## src/rtl/fx3_gpif_requester_if.sv

```systemverilog
// GPIF-II read-side bundle between the requester (master) and the packet transmitter (slave).
// Latency: none, this is wiring only.
// Backpressure: none, readData is the only request path and the transmitter must honour it.
interface fx3_gpif_requester_if #(
  parameter int DATA_WIDTH = 16
);
  logic                  readData;
  logic                  fx3isReading;
  logic [DATA_WIDTH-1:0] dataIn;

  modport master (output readData, input fx3isReading, input dataIn);
  modport slave  (input readData, output fx3isReading, output dataIn);
endinterface

```

## src/rtl/fx3_gpif_requester.sv

```systemverilog
// FX3 GPIF-II reader emulation: requests packets, counts and checks words against an incrementing pattern.
// Latency: readData is registered, so it changes one edge after each state decision; status updates at packet close.
// Backpressure: a new request is issued only from IDLE while enable and bufferReady (one-packet credit) are high.
module fx3_gpif_requester #(
  parameter int PACKET_WORDS   = 8192,
  parameter int GAP_CYCLES     = 4,
  parameter int TIMEOUT_CYCLES = 64,
  parameter int DATA_WIDTH     = 16
) (
  input  logic                 fx3_clock,
  input  logic                 nReset,
  fx3_gpif_requester_if.master gpif,
  input  logic                 enable,
  input  logic                 bufferReady,
  input  logic                 clearErrors,
  output logic                 busy,
  output logic                 packetDone,
  output logic [31:0]          packetCount,
  output logic [15:0]          lastLength,
  output logic                 lengthError,
  output logic                 patternError,
  output logic                 timeoutError,
  output logic [15:0]          errorCount
);

  typedef enum logic [1:0] {IDLE, REQUEST, RECEIVE, GAP} state_t;

  state_t                state;
  state_t                stateNext;
  logic [15:0]           cycleCount;   // cycles spent in the current state
  logic [15:0]           wordCount;
  logic [DATA_WIDTH-1:0] expectedWord;
  logic                  packetPatternSeen;  // one pattern event per packet
  logic                  strayFlagged;       // one stray-word event per IDLE/GAP entry

  logic takeWord;
  logic closePacket;
  logic timeoutHit;
  logic strayHit;
  logic patternMiss;
  logic patternEvent;
  logic lengthEvent;
  logic errorEvent;

  assign busy = (state != IDLE);

  // Next-state decision plus the single-cycle events each state can raise.
  always_comb begin
    stateNext   = state;
    takeWord    = 1'b0;
    closePacket = 1'b0;
    timeoutHit  = 1'b0;
    strayHit    = 1'b0;
    case (state)
      IDLE: begin
        strayHit = gpif.fx3isReading && !strayFlagged;
        if (enable && bufferReady) stateNext = REQUEST;
      end
      REQUEST: begin
        // The word that arrives with the first fx3isReading is word 0 of the packet.
        if (gpif.fx3isReading) begin
          takeWord  = 1'b1;
          stateNext = RECEIVE;
        end else if (cycleCount == 16'(TIMEOUT_CYCLES - 1)) begin
          timeoutHit = 1'b1;
          stateNext  = GAP;
        end
      end
      RECEIVE: begin
        if (gpif.fx3isReading) begin
          takeWord = 1'b1;
        end else begin
          closePacket = 1'b1;
          stateNext   = GAP;
        end
      end
      GAP: begin
        strayHit = gpif.fx3isReading && !strayFlagged;
        if (cycleCount == 16'(GAP_CYCLES - 1)) stateNext = IDLE;
      end
      default: stateNext = IDLE;
    endcase
  end

  assign patternMiss  = takeWord && (gpif.dataIn != expectedWord);
  assign patternEvent = patternMiss && !packetPatternSeen;
  assign lengthEvent  = closePacket && (wordCount != 16'(PACKET_WORDS));
  assign errorEvent   = timeoutHit || patternEvent || lengthEvent || strayHit;

  // State register, per-state cycle counter and the registered request line.
  always_ff @(posedge fx3_clock or negedge nReset) begin
    if (!nReset) begin
      state         <= IDLE;
      cycleCount    <= 16'd0;
      gpif.readData <= 1'b0;
      strayFlagged  <= 1'b0;
    end else begin
      state         <= stateNext;
      gpif.readData <= (stateNext == REQUEST);
      if (stateNext != state) begin
        cycleCount   <= 16'd0;
        strayFlagged <= 1'b0;
      end else begin
        cycleCount <= cycleCount + 16'd1;
        if (strayHit) strayFlagged <= 1'b1;
      end
    end
  end

  // Word counting, pattern tracking and packet close bookkeeping.
  always_ff @(posedge fx3_clock or negedge nReset) begin
    if (!nReset) begin
      wordCount         <= 16'd0;
      expectedWord      <= '0;
      packetPatternSeen <= 1'b0;
      packetDone        <= 1'b0;
      packetCount       <= 32'd0;
      lastLength        <= 16'd0;
    end else begin
      packetDone <= closePacket;
      if (takeWord) begin
        if (wordCount != 16'hFFFF) wordCount <= wordCount + 16'd1;
        // After a miss, resync to the received word so one glitch is one event.
        expectedWord <= patternMiss ? gpif.dataIn + DATA_WIDTH'(1) : expectedWord + DATA_WIDTH'(1);
        if (patternEvent) packetPatternSeen <= 1'b1;
      end
      if (closePacket) begin
        lastLength        <= wordCount;
        wordCount         <= 16'd0;
        packetCount       <= packetCount + 32'd1;
        packetPatternSeen <= 1'b0;
      end
    end
  end

  // Sticky error flags and saturating event counter; a new error beats a same-cycle clear.
  always_ff @(posedge fx3_clock or negedge nReset) begin
    if (!nReset) begin
      lengthError  <= 1'b0;
      patternError <= 1'b0;
      timeoutError <= 1'b0;
      errorCount   <= 16'd0;
    end else begin
      if (clearErrors) begin
        lengthError  <= 1'b0;
        patternError <= 1'b0;
        timeoutError <= 1'b0;
        errorCount   <= 16'd0;
      end
      if (lengthEvent || strayHit) lengthError <= 1'b1;
      if (patternEvent) patternError <= 1'b1;
      if (timeoutHit) timeoutError <= 1'b1;
      if (errorEvent) begin
        if (clearErrors) errorCount <= 16'd1;
        else if (errorCount != 16'hFFFF) errorCount <= errorCount + 16'd1;
      end
    end
  end

endmodule

```

## src/flat_wrapper.sv

```systemverilog
// flat-port wrapper written by rule: the top's interface ports become plain ports
module fx3_gpif_requester_flat 
#(
  parameter int PACKET_WORDS   = 8192,
  parameter int GAP_CYCLES     = 4,
  parameter int TIMEOUT_CYCLES = 64,
  parameter int DATA_WIDTH     = 16
)
  (fx3_clock, nReset, enable, bufferReady, clearErrors, busy, packetDone, packetCount, lastLength, lengthError, patternError, timeoutError, errorCount, gpif_readData, gpif_fx3isReading, gpif_dataIn);
  fx3_gpif_requester_if #(.DATA_WIDTH(DATA_WIDTH)) gpif_i ();
  input  logic fx3_clock;
  input  logic nReset;
  input  logic enable;
  input  logic bufferReady;
  input  logic clearErrors;
  output logic busy;
  output logic packetDone;
  output logic [31:0] packetCount;
  output logic [15:0] lastLength;
  output logic lengthError;
  output logic patternError;
  output logic timeoutError;
  output logic [15:0] errorCount;
  output wire logic [$bits(gpif_i.readData)-1:0] gpif_readData;
  input wire logic [$bits(gpif_i.fx3isReading)-1:0] gpif_fx3isReading;
  input wire logic [$bits(gpif_i.dataIn)-1:0] gpif_dataIn;
  assign gpif_readData = gpif_i.readData;
  assign gpif_i.fx3isReading = gpif_fx3isReading;
  assign gpif_i.dataIn = gpif_dataIn;
  fx3_gpif_requester #(.PACKET_WORDS(PACKET_WORDS), .GAP_CYCLES(GAP_CYCLES), .TIMEOUT_CYCLES(TIMEOUT_CYCLES), .DATA_WIDTH(DATA_WIDTH)) u_core (.fx3_clock(fx3_clock), .nReset(nReset), .gpif(gpif_i), .enable(enable), .bufferReady(bufferReady), .clearErrors(clearErrors), .busy(busy), .packetDone(packetDone), .packetCount(packetCount), .lastLength(lastLength), .lengthError(lengthError), .patternError(patternError), .timeoutError(timeoutError), .errorCount(errorCount));
endmodule
```

## config.mk

```make
export PLATFORM = sky130hd
export DESIGN_NAME = fx3_gpif_requester_flat
export DESIGN_NICKNAME = d
export VERILOG_FILES = /design/src/rtl/fx3_gpif_requester_if.sv /design/src/rtl/fx3_gpif_requester.sv /design/src/flat_wrapper.sv
export SDC_FILE = /design/constraint.sdc
export NUM_CORES = 1
export LEC_CHECK = 0
export BUFFER_PORTS_ARGS = -buffer_cell sky130_fd_sc_hd__buf_2
export CAP_MARGIN = 20
export CORE_MARGIN = 2
export CORE_UTILIZATION = 29
export CTS_BUF_LIST = sky130_fd_sc_hd__clkbuf_8
export DETAILED_ROUTE_END_ITERATION = 10
export MAX_ROUTING_LAYER = met4
export PLACE_DENSITY = 0.45
export SYNTH_ARGS = -nofsm -noshare
export SYNTH_HDL_FRONTEND = slang
export SYNTH_SLANG_ARGS = --single-unit
```

## constraint.sdc

```tcl
create_clock -name fx3_clock -period 6.6 [get_ports fx3_clock]
set_input_delay 0.33 -clock fx3_clock [delete_from_list [all_inputs] [get_ports fx3_clock]]
set_output_delay 0.33 -clock fx3_clock [all_outputs]
set_load 0.1 [all_outputs]
```

==> impl_metrics.env, run 1 <==
export IMPL_setup_slack_ps=2940
export IMPL_setup_tns_ps=0
export IMPL_vdd_drop_max_mv=0.114
export IMPL_syn_inst=698
export IMPL_dr_wl_met3_um=505
export IMPL_cts_clk_slew_worst_paths_ps=80
export IMPL_hold_violations=0
export IMPL_place_congestion=0.828
export IMPL_synthArstFlopShare_pct=100
export IMPL_relSlewSlack_pct=33.5
export IMPL_fp_coreArea_um2=21800
export IMPL_worstSetupStartpointType="register"
export IMPL_worst_hold_path_type="in -> reg"
export IMPL_ant_nets=0
export IMPL_p_clk_share_pct=24.8
export IMPL_clk_latency_ps=430
export IMPL_ys_seq_area_share_pct=46.9
export IMPL_synth_fp_nets=731
export IMPL_final_cell_mix="121 x dfrtp_1, 103 x nand2_1, 90 x buf_2"
export IMPL_grt_overflow=0
export IMPL_grt_max_degree=64
export IMPL_place_ws_ps=3000
export IMPL_cp_arrival_ps=3980
export IMPL_syn_avg_cell_area_um2=9.24
export IMPL_fmax_ghz=0.273
export IMPL_grt_pass1_wl_mm=27.4
export IMPL_root_buffer="clkbuf_8"
export IMPL_wl_per_cell_um=15.0
export IMPL_hpwlAfterDp_mm=11.2
export IMPL_timing_rr_end="u_core.expectedWord[8]"
export IMPL_final_common_cell="dfrtp_1"
export IMPL_intPower_uw=1400
export IMPL_synth_distinct_cells=65
export IMPL_dieHeight_um=153
export IMPL_worstReg2RegStart="u_core.state[0]"
export IMPL_maxCapViolCount=0
export IMPL_start_util_pct=29.6
export IMPL_power_frac_comb_pct=35.8
export IMPL_insertedDiodeCount=0
export IMPL_io_buffers=91
export IMPL_initialDrtViolationCount=289
export IMPL_multi_input_area_um2=3180
export IMPL_design_area_um2=7490
export IMPL_timing_hold_ws_ps=196
export IMPL_slew_viol_final=0
export IMPL_nNetsFinal=814
export IMPL_h_tree_depth=4
export IMPL_die_w_um=153
export IMPL_skew_ps=13.7
export IMPL_layout_drive_gt1_share_pct=17.8
export IMPL_dr_max_layer_used="met4"
export IMPL_area_delta_synth_final_pct=16.1
export IMPL_met1_length_mm=7.97
export IMPL_seqPwrFrac_pct=39.4
export IMPL_rsz0062_at_grt="no"
export IMPL_end_kind="register"
export IMPL_ys_warn_count=0
export IMPL_die_area_um2=23500
export IMPL_status="completed"
export IMPL_fp_row_count=54
export IMPL_crit_start="u_core.state[0]"
export IMPL_grt_pass1_vias=5186
export IMPL_netSwitchingFraction_pct=43.6
export IMPL_post_cts_buffers=0
export IMPL_tritoncts="yes"
export IMPL_grt_antenna_before_repair=0
export IMPL_cts_path_max_buffers=2
export IMPL_min_period_over_period_pct=55.4
export IMPL_routed_wl_met2_mm=7.35
export IMPL_yosys_register_bits=121
export IMPL_ios=92
export IMPL_p_leak_uw=0.00353
export IMPL_drc=0
export IMPL_drtPass1Iterations=4
export IMPL_r2r_cells=11
export IMPL_period_needed_ps=3660
export IMPL_vias=5207
export IMPL_cp_endpoint="u_core.expectedWord[8]"
export IMPL_numCtsBuffers=17
export IMPL_grt_usage_pct=14.7
export IMPL_clkSinkCount=121
export IMPL_seq_area_um2=3030
export IMPL_fillers=2268
export IMPL_required_ps=6930
export IMPL_crit_type="reg -> reg"
export IMPL_syn_area_um2=6450
export IMPL_synth_edf_count=0
export IMPL_synth_main_ff_cell="dfrtp_1"
export IMPL_setup_viol=0
export IMPL_path_max_fanout=17
export IMPL_p_per_area_nw_per_um2=332
export IMPL_worst_slew_pin_slew_ps=996
export IMPL_switching_power_uw=1080
export IMPL_dpl_cell_area_um2=7130
export IMPL_vias_per_cell=4.86
export IMPL_r2r_slack_ps=2940
export IMPL_detail_route_wirelength_mm=16.1
## logic make-up after synthesis
| kind of cell | count (synthesis) | share of synthesized area [%] |
|---|---|---|
| fa+ha+maj | 11 | 2.13 |
| compound gates | 90 | 9.27 |
| simple gates | 324 | 24.0 |
| xor+xnor | 90 | 12.3 |
| buf+inv | 53 | 3.76 |
| flops | 121 | 46.9 |
| mux | 9 | 1.53 |
## layout make-up
type | count | share of cell area, %
Sequential cell | 121 | 40.4
Timing Repair Buffer | 96 | 6.65
Multi-Input combinational cell | 524 | 42.5
Inverter | 21 | 1.05
Clock inverter | 12 | 1.40
Clock buffer | 18 | 3.31
Tap cell | 280 | 4.68
## worst min path at each step
stage / start / endpoint / slack, ps / cells after the start
6_report: gpif_dataIn[2] / u_core.expectedWord[2] / 200 / 2
4_1_cts: gpif_dataIn[2] / u_core.expectedWord[2] / 170 / 2
3_5_place_dp: u_core.packetCount[31] / u_core.packetCount[31] / 460 / 1
2_1_floorplan: nReset / u_core.cycleCount[0] / 30 / 0
3_3_place_gp: u_core.packetCount[31] / u_core.packetCount[31] / 450 / 1
5_1_grt: gpif_dataIn[2] / u_core.expectedWord[2] / 170 / 2
## routing by layer
layer	vias up	track usage [%]
li1	2581	-
met1	2498	19.9
met2	106	21.9
met3	22	2.72
met4	0	5.11
met5	-	-
## synth_stat cells (all sizes together), types with 2 or more instances
| master | n | area (µm²) |
|---|---|---|
| a211o | 2 | 17.5 |
| a211oi | 2 | 15.0 |
| a21oi | 22 | 110 |
| a221oi | 3 | 26.3 |
| a311oi | 2 | 17.5 |
| a31oi | 6 | 37.5 |
| and2 | 3 | 18.8 |
| and3 | 20 | 126 |
| and4 | 8 | 70.1 |
| buf | 17 | 108 |
| clkbuf | 15 | 56.3 |
| dfrtp | 121 | 3030 |
| ha | 11 | 138 |
| inv | 20 | 75.1 |
| mux2 | 4 | 45.0 |
| mux2i | 5 | 53.8 |
| nand2 | 103 | 387 |
| nand2b | 2 | 12.5 |
| nand3 | 44 | 225 |
| nand4 | 23 | 144 |
| nor2 | 85 | 322 |
| nor3 | 10 | 55.1 |
| nor3b | 2 | 15.0 |
| nor4 | 9 | 62.6 |
| o2111ai | 2 | 17.5 |
| o211ai | 2 | 20.0 |
| o21a | 3 | 22.5 |
| o21ai | 23 | 115 |
| o22ai | 4 | 25.0 |
| o2bb2ai | 2 | 17.5 |
| o31ai | 7 | 52.6 |
| or2 | 2 | 12.5 |
| or3 | 6 | 37.5 |
| or4 | 2 | 18.8 |
| xnor2 | 54 | 480 |
| xor2 | 36 | 315 |
## through the flow
step	cells	utilization (%)	power, µW
after global placement	1041	32.7	1900
after floorplan	698	-	1690
final	1072	34.3	2480
after global routing	1072	34.3	2650
after detailed placement	1041	32.7	1890
after CTS	1072	34.3	2530
## registers in the layout, indices dropped and copies added (netlist names)
register	count
u_core.lastLength	16
u_core.packetCount	32
u_core.expectedWord	16
u_core.patternError	1
u_core.packetDone	1
u_core.errorCount	16
u_core.gpif.readData	1
u_core.cycleCount	16
u_core.state	2
u_core.lengthError	1
u_core.timeoutError	1
u_core.strayFlagged	1
u_core.packetPatternSeen	1
u_core.wordCount	16
## timing repair
item / 4_1_cts / 5_1_grt
hold buffers: 1 / 0
endpoints found under the hold margin: 4 / 0
gates resized for setup: 0 / 0
## power by group through the flow
stage / Sequential [µW] / Clock, µW / Combinational [µW]
floorplan: 1160 / 0 / 534
global placement: 993 / 0 / 904
detailed placement: 993 / 0 / 901
CTS: 979 / 645 / 903
global route: 998 / 679 / 977
finish: 979 / 616 / 890
## worst max-delay path, stage by stage (launching register included)
cell	delay [ps]
dfrtp_1	460
inv_1	130
ha_1	320
nand2_1	410
nor2_2	700
nand2_1	110
nand2_1	100
ha_1	300
nand2_1	100
mux2i_2	460
a211oi_1	140
nor4_1	310
(Power assumes the default switching activity.)
==> inputs of run 2 (changes only) <==
Clock period 6.6 ns to 3.82 ns, I/O delays scaled along.
==> run 2 against run 1 <==
- hold slack got worse by 150 ps
- setup slack got worse by 2200 ps
- highest routed layer unchanged
- critical path type unchanged
- clock skew rose by 2.9 ps
==> impl_metrics.env, run 2 (synthesis results as in run 1) <==
export IMPL_worst_slew_pin_slew_ps=808
export IMPL_placedCellCount=1048
export IMPL_min_period_over_period_pct=81.2
export IMPL_crit_path_cell_trace="xnor2_1 > nand4_1 > nor4_2 > nand2b_1 > nand2_1 > nand2_1 > ha_1 > nand2_1 > mux2i_2 > a211oi_1 > nor4_1"
export IMPL_fp_coreArea_um2=21800
export IMPL_crit_slowest_cell="mux2i_2"
export IMPL_crit_type="reg -> reg"
export IMPL_hpwlAfterDp_mm=11.4
export IMPL_tritoncts="yes"
export IMPL_initialDrtViolationCount=341
export IMPL_nNetsFinal=821
export IMPL_required_ps=4150
export IMPL_detail_route_wirelength_mm=16.2
export IMPL_cp_arrival_ps=3430
export IMPL_clkSinkCount=121
export IMPL_crit_top_cell="nand2_1"
export IMPL_final_common_cell="dfrtp_1"
export IMPL_period_needed_ps=3100
export IMPL_root_buffer="clkbuf_8"
export IMPL_vias_per_cell=4.81
export IMPL_cts_clk_slew_worst_paths_ps=70
export IMPL_maxCapViolCount=0
export IMPL_path_max_fanout=10
export IMPL_end_kind="register"
export IMPL_drc=0
export IMPL_layout_drive_gt1_share_pct=18.5
export IMPL_skew_ps=16.6
export IMPL_insertedDiodeCount=0
export IMPL_numCtsBuffers=17
export IMPL_die_w_um=153
export IMPL_area_delta_synth_final_pct=16.8
export IMPL_drtPass1Iterations=6
export IMPL_grt_antenna_before_repair=0
export IMPL_grt_pass1_vias=5190
export IMPL_regMostFlops="u_core.packetCount"
export IMPL_worst_hold_path_type="in -> reg"
export IMPL_fmax_ghz=0.322
export IMPL_vdd_drop_max_mv=0.208
export IMPL_wl_per_cell_um=15.0
export IMPL_grt_pass1_wl_mm=27.1
export IMPL_final_cell_mix="121 x dfrtp_1, 103 x nand2_1, 90 x buf_2"
export IMPL_vias=5202
export IMPL_p_per_area_nw_per_um2=567
export IMPL_cts_path_max_buffers=2
export IMPL_grt_max_degree=65
export IMPL_cp_num_buf_inv=0
export IMPL_h_tree_depth=4
export IMPL_die_area_um2=23500
export IMPL_relSlewSlack_pct=46.0
export IMPL_fp_row_count=54
export IMPL_p_leak_uw=0.00357
export IMPL_dieHeight_um=153
export IMPL_final_cells=1081
export IMPL_ant_nets=0
export IMPL_io_buffers=91
export IMPL_grt_usage_pct=14.7
export IMPL_rsz0062_at_grt="no"
export IMPL_hold_violations=0
export IMPL_setup_viol=0
export IMPL_largest_reg_flops=32
export IMPL_setup_tns_ps=0
export IMPL_place_congestion=0.857
export IMPL_critPathMaxStageDelay_ps=530
export IMPL_status="completed"
export IMPL_slew_viol_final=0
export IMPL_critPathTopFamily="simple AND/OR/NAND/NOR gates"
export IMPL_start_util_pct=29.6
export IMPL_clk_latency_ps=440
export IMPL_worstSetupStartpointType="register"
export IMPL_grt_overflow=0
export IMPL_ios=92
==> run 2: cell count changes in the layout (fill, tap and decap cells not counted), sizes merged <==
cell,delta
inv,+2
clkinv,+3
buf,+7
bufinv,-1
clkinvlp,-2
==> run 2: timing repair <==
| item | 4_1_cts | 5_1_grt |
|---|---|---|
| setup buffers | 0 | 0 |
| gates resized for setup | 0 | 0 |
| endpoints found under the hold margin | 57 | 0 |
| hold buffers | 1 | 0 |
==> run 2: worst paths after layout <==
check | startpoint | endpoint | slack, ps | cells after the start
max | u_core.expectedWord[10] | u_core.expectedWord[8] | 720 | 11
min | gpif_dataIn[15] | u_core.expectedWord[15] | 40 | 3
max reg2reg | u_core.expectedWord[10] | u_core.expectedWord[8] | 720 | 11
min reg2reg | u_core.packetCount[31] | u_core.packetCount[31] | 470 | 1
max in group asynchronous | nReset | u_core.cycleCount[7] | 2620 | 3
min in group asynchronous | nReset | u_core.packetCount[20] | 360 | 2
==> run 2: worst register-to-register path: cells and delay by family, from the launching register on <==
family                   cells  cell delay (ps)
adder cells (fa/ha/maj)      1              310
multiplexers                 1              530
AO/OA/AOI/OAI                1              160
AND/OR/NAND/NOR              7             1340
flip-flops                   1              440
XOR/XNOR                     1              230
==> run 2: layout make-up <==
class / count / area (µm²)
Clock buffer: 18 / 248
Clock inverter: 14 / 86.3
Fill cell: 2275 / 14300
Inverter: 21 / 78.8
Multi-Input combinational cell: 524 / 3180
Sequential cell: 121 / 3030
Tap cell: 280 / 350
Timing Repair Buffer: 103 / 563
==> run 2: per-layer routing <==
metal  wire length (µm)  GRT usage, %  vias to the layer above
met1               8210          19.6                     2497
met4                216          4.45                        0
met5                  0             -                        -
met3                560          3.12                       17
li1                   -             -                     2597
met2               7240          22.4                       91
==> run 2: where the power goes <==
part	switching, µW	total (µW)	internal [µW]
combinational	1110	1580	471
clock	548	1000	456
sequential	222	1680	1460
==> run 2: through the flow <==
step                utilization, %  instance area [µm²]  setup WS, ps  power (µW)  hold WS, ps
finish                        34.5                 7530           718        4270         42.9
global route                  34.5                 7530           322        4570         31.2
CTS                           34.5                 7530           679        4330         15.9
detailed placement            32.9                 7190           705        3310          329
global placement              32.9                 7190           670        3320          319
floorplan                        -                 6450           845        2930         -105
==> inputs of run 3 (changes only) <==
Settings changed: ABC_AREA set to 1.
Clock period 3.82 ns to 2.9 ns, I/O delays scaled along.
==> run 3 against run 2 <==
- sequential share of layout area decreased by 3.3 points
- count of clock-buffer cells in the layout decreased by 1
- first-iteration DRC count increased by 31%
- cell area increased by 8.9%
- wire length increased by 9.6%
- register-to-register slack got worse by 410 ps
- clock skew decreased by 2.3 ps
- via count increased by 17%
- global-route usage increased by 0.70 points
- critical endpoint is now u_core.packetCount[29]
- largest cell class unchanged
==> impl_metrics.env, run 3 <==
export IMPL_status="completed"
export IMPL_syn_inst=925
export IMPL_period_needed_ps=2600
export IMPL_drtPass1Iterations=5
export IMPL_synth_distinct_cells=43
export IMPL_synth_fp_nets=958
export IMPL_numCtsBuffers=17
export IMPL_synth_main_ff_cell="dfrtp_1"
export IMPL_p_per_area_nw_per_um2=830
export IMPL_h_tree_depth=4
export IMPL_setup_slack_ps=304
export IMPL_ios=92
export IMPL_path_max_fanout=11
export IMPL_die_w_um=158
export IMPL_fmax_ghz=0.385
export IMPL_vias_per_cell=4.46
export IMPL_synth_adder_area_share_pct=1.99
export IMPL_p_clk_share_pct=20.9
export IMPL_cts_path_max_buffers=2
export IMPL_setup_tns_ps=0
export IMPL_worstHoldStart="clearErrors"
export IMPL_tritoncts="yes"
export IMPL_initialDrtViolationCount=448
export IMPL_grt_max_degree=57
export IMPL_synth_top_family_by_area="simple AND/OR/NAND/NOR gates"
export IMPL_rsz0062_at_grt="no"
export IMPL_drc=0
export IMPL_syn_avg_cell_area_um2=7.48
export IMPL_worst_slew_pin_slew_ps=803
export IMPL_final_cells=1365
export IMPL_netSwitchingFraction_pct=49.3
export IMPL_fillers=2552
export IMPL_die_area_um2=25100
export IMPL_seqPwrFrac_pct=34.4
export IMPL_yosys_area_share_xor_xnor_pct=5.95
export IMPL_start_util_pct=29.5
export IMPL_maxCapViolCount=0
export IMPL_detail_route_wirelength_mm=17.8
export IMPL_vdd_drop_max_mv=0.829
export IMPL_grt_usage_pct=15.4
export IMPL_vias=6090
export IMPL_dieHeight_um=158
export IMPL_synthTopCellsByArea="dfrtp_1 44%, nand2_1 13%, inv_1 6.2%"
export IMPL_area_delta_synth_final_pct=18.5
export IMPL_skew_ps=14.3
export IMPL_root_buffer="clkbuf_8"
export IMPL_yosysTopAreaCell="dfrtp_1"
export IMPL_clkSinkCount=121
export IMPL_hold_end="u_core.errorCount[9]"
export IMPL_grt_antenna_before_repair=0
export IMPL_insertedDiodeCount=0
export IMPL_r2r_cells=12
export IMPL_r2r_slack_ps=300
export IMPL_placedCellCount=1327
export IMPL_grt_pass1_wl_mm=29.7
export IMPL_synth_edf_count=0
export IMPL_synth_compound_area_share_pct=7.43
export IMPL_ys_seq_area_share_pct=43.7
export IMPL_grt_overflow=0
export IMPL_syn_area_um2=6920
export IMPL_switching_power_uw=3360
export IMPL_io_buffers=91
export IMPL_end_kind="register"
export IMPL_regMostFlops="u_core.packetCount"
export IMPL_grt_pass1_vias=5938
export IMPL_setup_viol=0
export IMPL_hpwlAfterDp_mm=13.2
export IMPL_nNetsFinal=1066
export IMPL_ys_warn_count=0
export IMPL_relSlewSlack_pct=46.3
export IMPL_yosys_register_bits=121
export IMPL_synthArstFlopShare_pct=100
export IMPL_largest_reg_flops=32
export IMPL_netlist_top_cells_count="247 x nand2_1, 121 x dfrtp_1, 115 x inv_1, 95 x nor2_1, 82 x nand3_1"
export IMPL_slew_viol_final=0
export IMPL_timing_hold_ws_ps=37.5
export IMPL_fp_coreArea_um2=23500
export IMPL_cts_clk_slew_worst_paths_ps=80
export IMPL_clk_latency_ps=440
export IMPL_place_ws_ps=225
export IMPL_cp_arrival_ps=2930
export IMPL_p_leak_uw=0.00411
export IMPL_final_cell_mix="247 x nand2_1, 121 x dfrtp_1, 116 x inv_1"
export IMPL_ant_nets=0
export IMPL_synth_top_area_share_pct=43.7
export IMPL_yosys_area_share_simple_pct=32.6
export IMPL_synth_mux_area_share_pct=0
export IMPL_required_ps=3230
export IMPL_worst_hold_path_type="in -> reg"
export IMPL_worstReg2RegStart="u_core.state[0]"
export IMPL_min_period_over_period_pct=89.5
export IMPL_wl_per_cell_um=13.0
export IMPL_intPower_uw=3450
export IMPL_hold_violations=0
export IMPL_synth_most_common_cell="nand2_1"
export IMPL_place_congestion=0.799
export IMPL_whs_path_depth=2
export IMPL_timing_rr_end="u_core.packetCount[29]"
export IMPL_crit_type="reg -> reg"
export IMPL_layout_drive_gt1_share_pct=16.3
export IMPL_power_frac_comb_pct=44.8
export IMPL_fp_row_count=56
export IMPL_final_common_cell="nand2_1"
export IMPL_worstSetupStartpointType="register"
## run 3: cell types whose count changed in the layout (fill, tap and decap cells not counted), sizes merged, moves of 8 or more
cell,change
nand3,+39
and3,-20
nor3,+23
o21ai,+25
nand2,+152
xnor2,-41
nor2,+19
inv,+101
and4,-8
## run 3: metal layers
metal,track usage [%],vias to the layer above,part of all wire [%]
met5,-,-,0
met4,3.78,0,1.1
met3,3.35,18,4.1
met2,23.7,105,46
met1,20.6,2768,49
li1,-,3199,-
## run 3: how the worst max path moves through the flow
stage / from / end / slack [ps] / depth (start not counted)
2_1_floorplan: u_core.packetCount[0] / u_core.packetCount[26] / 250 / 10
3_3_place_gp: u_core.state[0] / u_core.cycleCount[11] / 290 / 12
3_5_place_dp: u_core.state[0] / u_core.cycleCount[6] / 230 / 12
4_1_cts: u_core.state[0] / u_core.cycleCount[6] / 230 / 12
5_1_grt: u_core.state[0] / u_core.packetCount[26] / 20 / 12
6_report: u_core.state[0] / u_core.packetCount[29] / 300 / 12
## run 3: power by group through the flow
stage / Clock, µW / Combinational (µW) / Sequential, µW
global route: 1560 / 3390 / 2400
floorplan: 0 / 1470 / 3280
detailed placement: 0 / 3050 / 2370
CTS: 1480 / 3060 / 2340
global placement: 0 / 3050 / 2370
finish: 1420 / 3050 / 2340
## run 3: timing repair
action,CTS,global route
endpoints found under the setup margin,0,23
endpoints found under the hold margin,54,0
resized for setup,0,2
setup buffers,0,4
hold buffers,1,0
## run 3: cells by family (layout without fill, tap and decap cells)
family	count (synthesis)	after routing
adders and majority gates	11	11
AOI/OAI and AO/OA	91	91
buffers and inverters	144	264
DFF	121	121
xor gates and xnor gates	47	47
and+or+nand+nor	511	512
## run 3: worst max-delay path: stages (launching register included)
cell	delay, ps
dfrtp_1	430
inv_1	160
ha_1	210
nand2_1	140
clkinvlp_4	230
nand2_1	110
inv_1	100
nand4_1	210
nor3_2	260
nand3_1	230
nor2_1	210
nand2_1	90
xnor2_1	120
## run 3: cell type report
cell class | instances | area, µm² | area share (%)
multi-input combinational | 661 | 3330 | 40.6
sequential | 121 | 3030 | 36.9
timing repair buffer | 109 | 612 | 7.46
inverter | 123 | 469 | 5.72
tap | 319 | 399 | 4.86
clock buffer | 17 | 234 | 2.85
clock inverter | 15 | 130 | 1.59
## run 3: stage by stage
step | total power [µW] | area (µm²) | utilization (%)
2_1_floorplan | 4750 | 6920 | -
3_3_place_gp | 5410 | 7780 | 33.2
3_5_place_dp | 5410 | 7780 | 33.2
4_1_cts | 6880 | 8160 | 34.7
5_1_grt | 7350 | 8210 | 35.0
6_report | 6810 | 8210 | 35.0
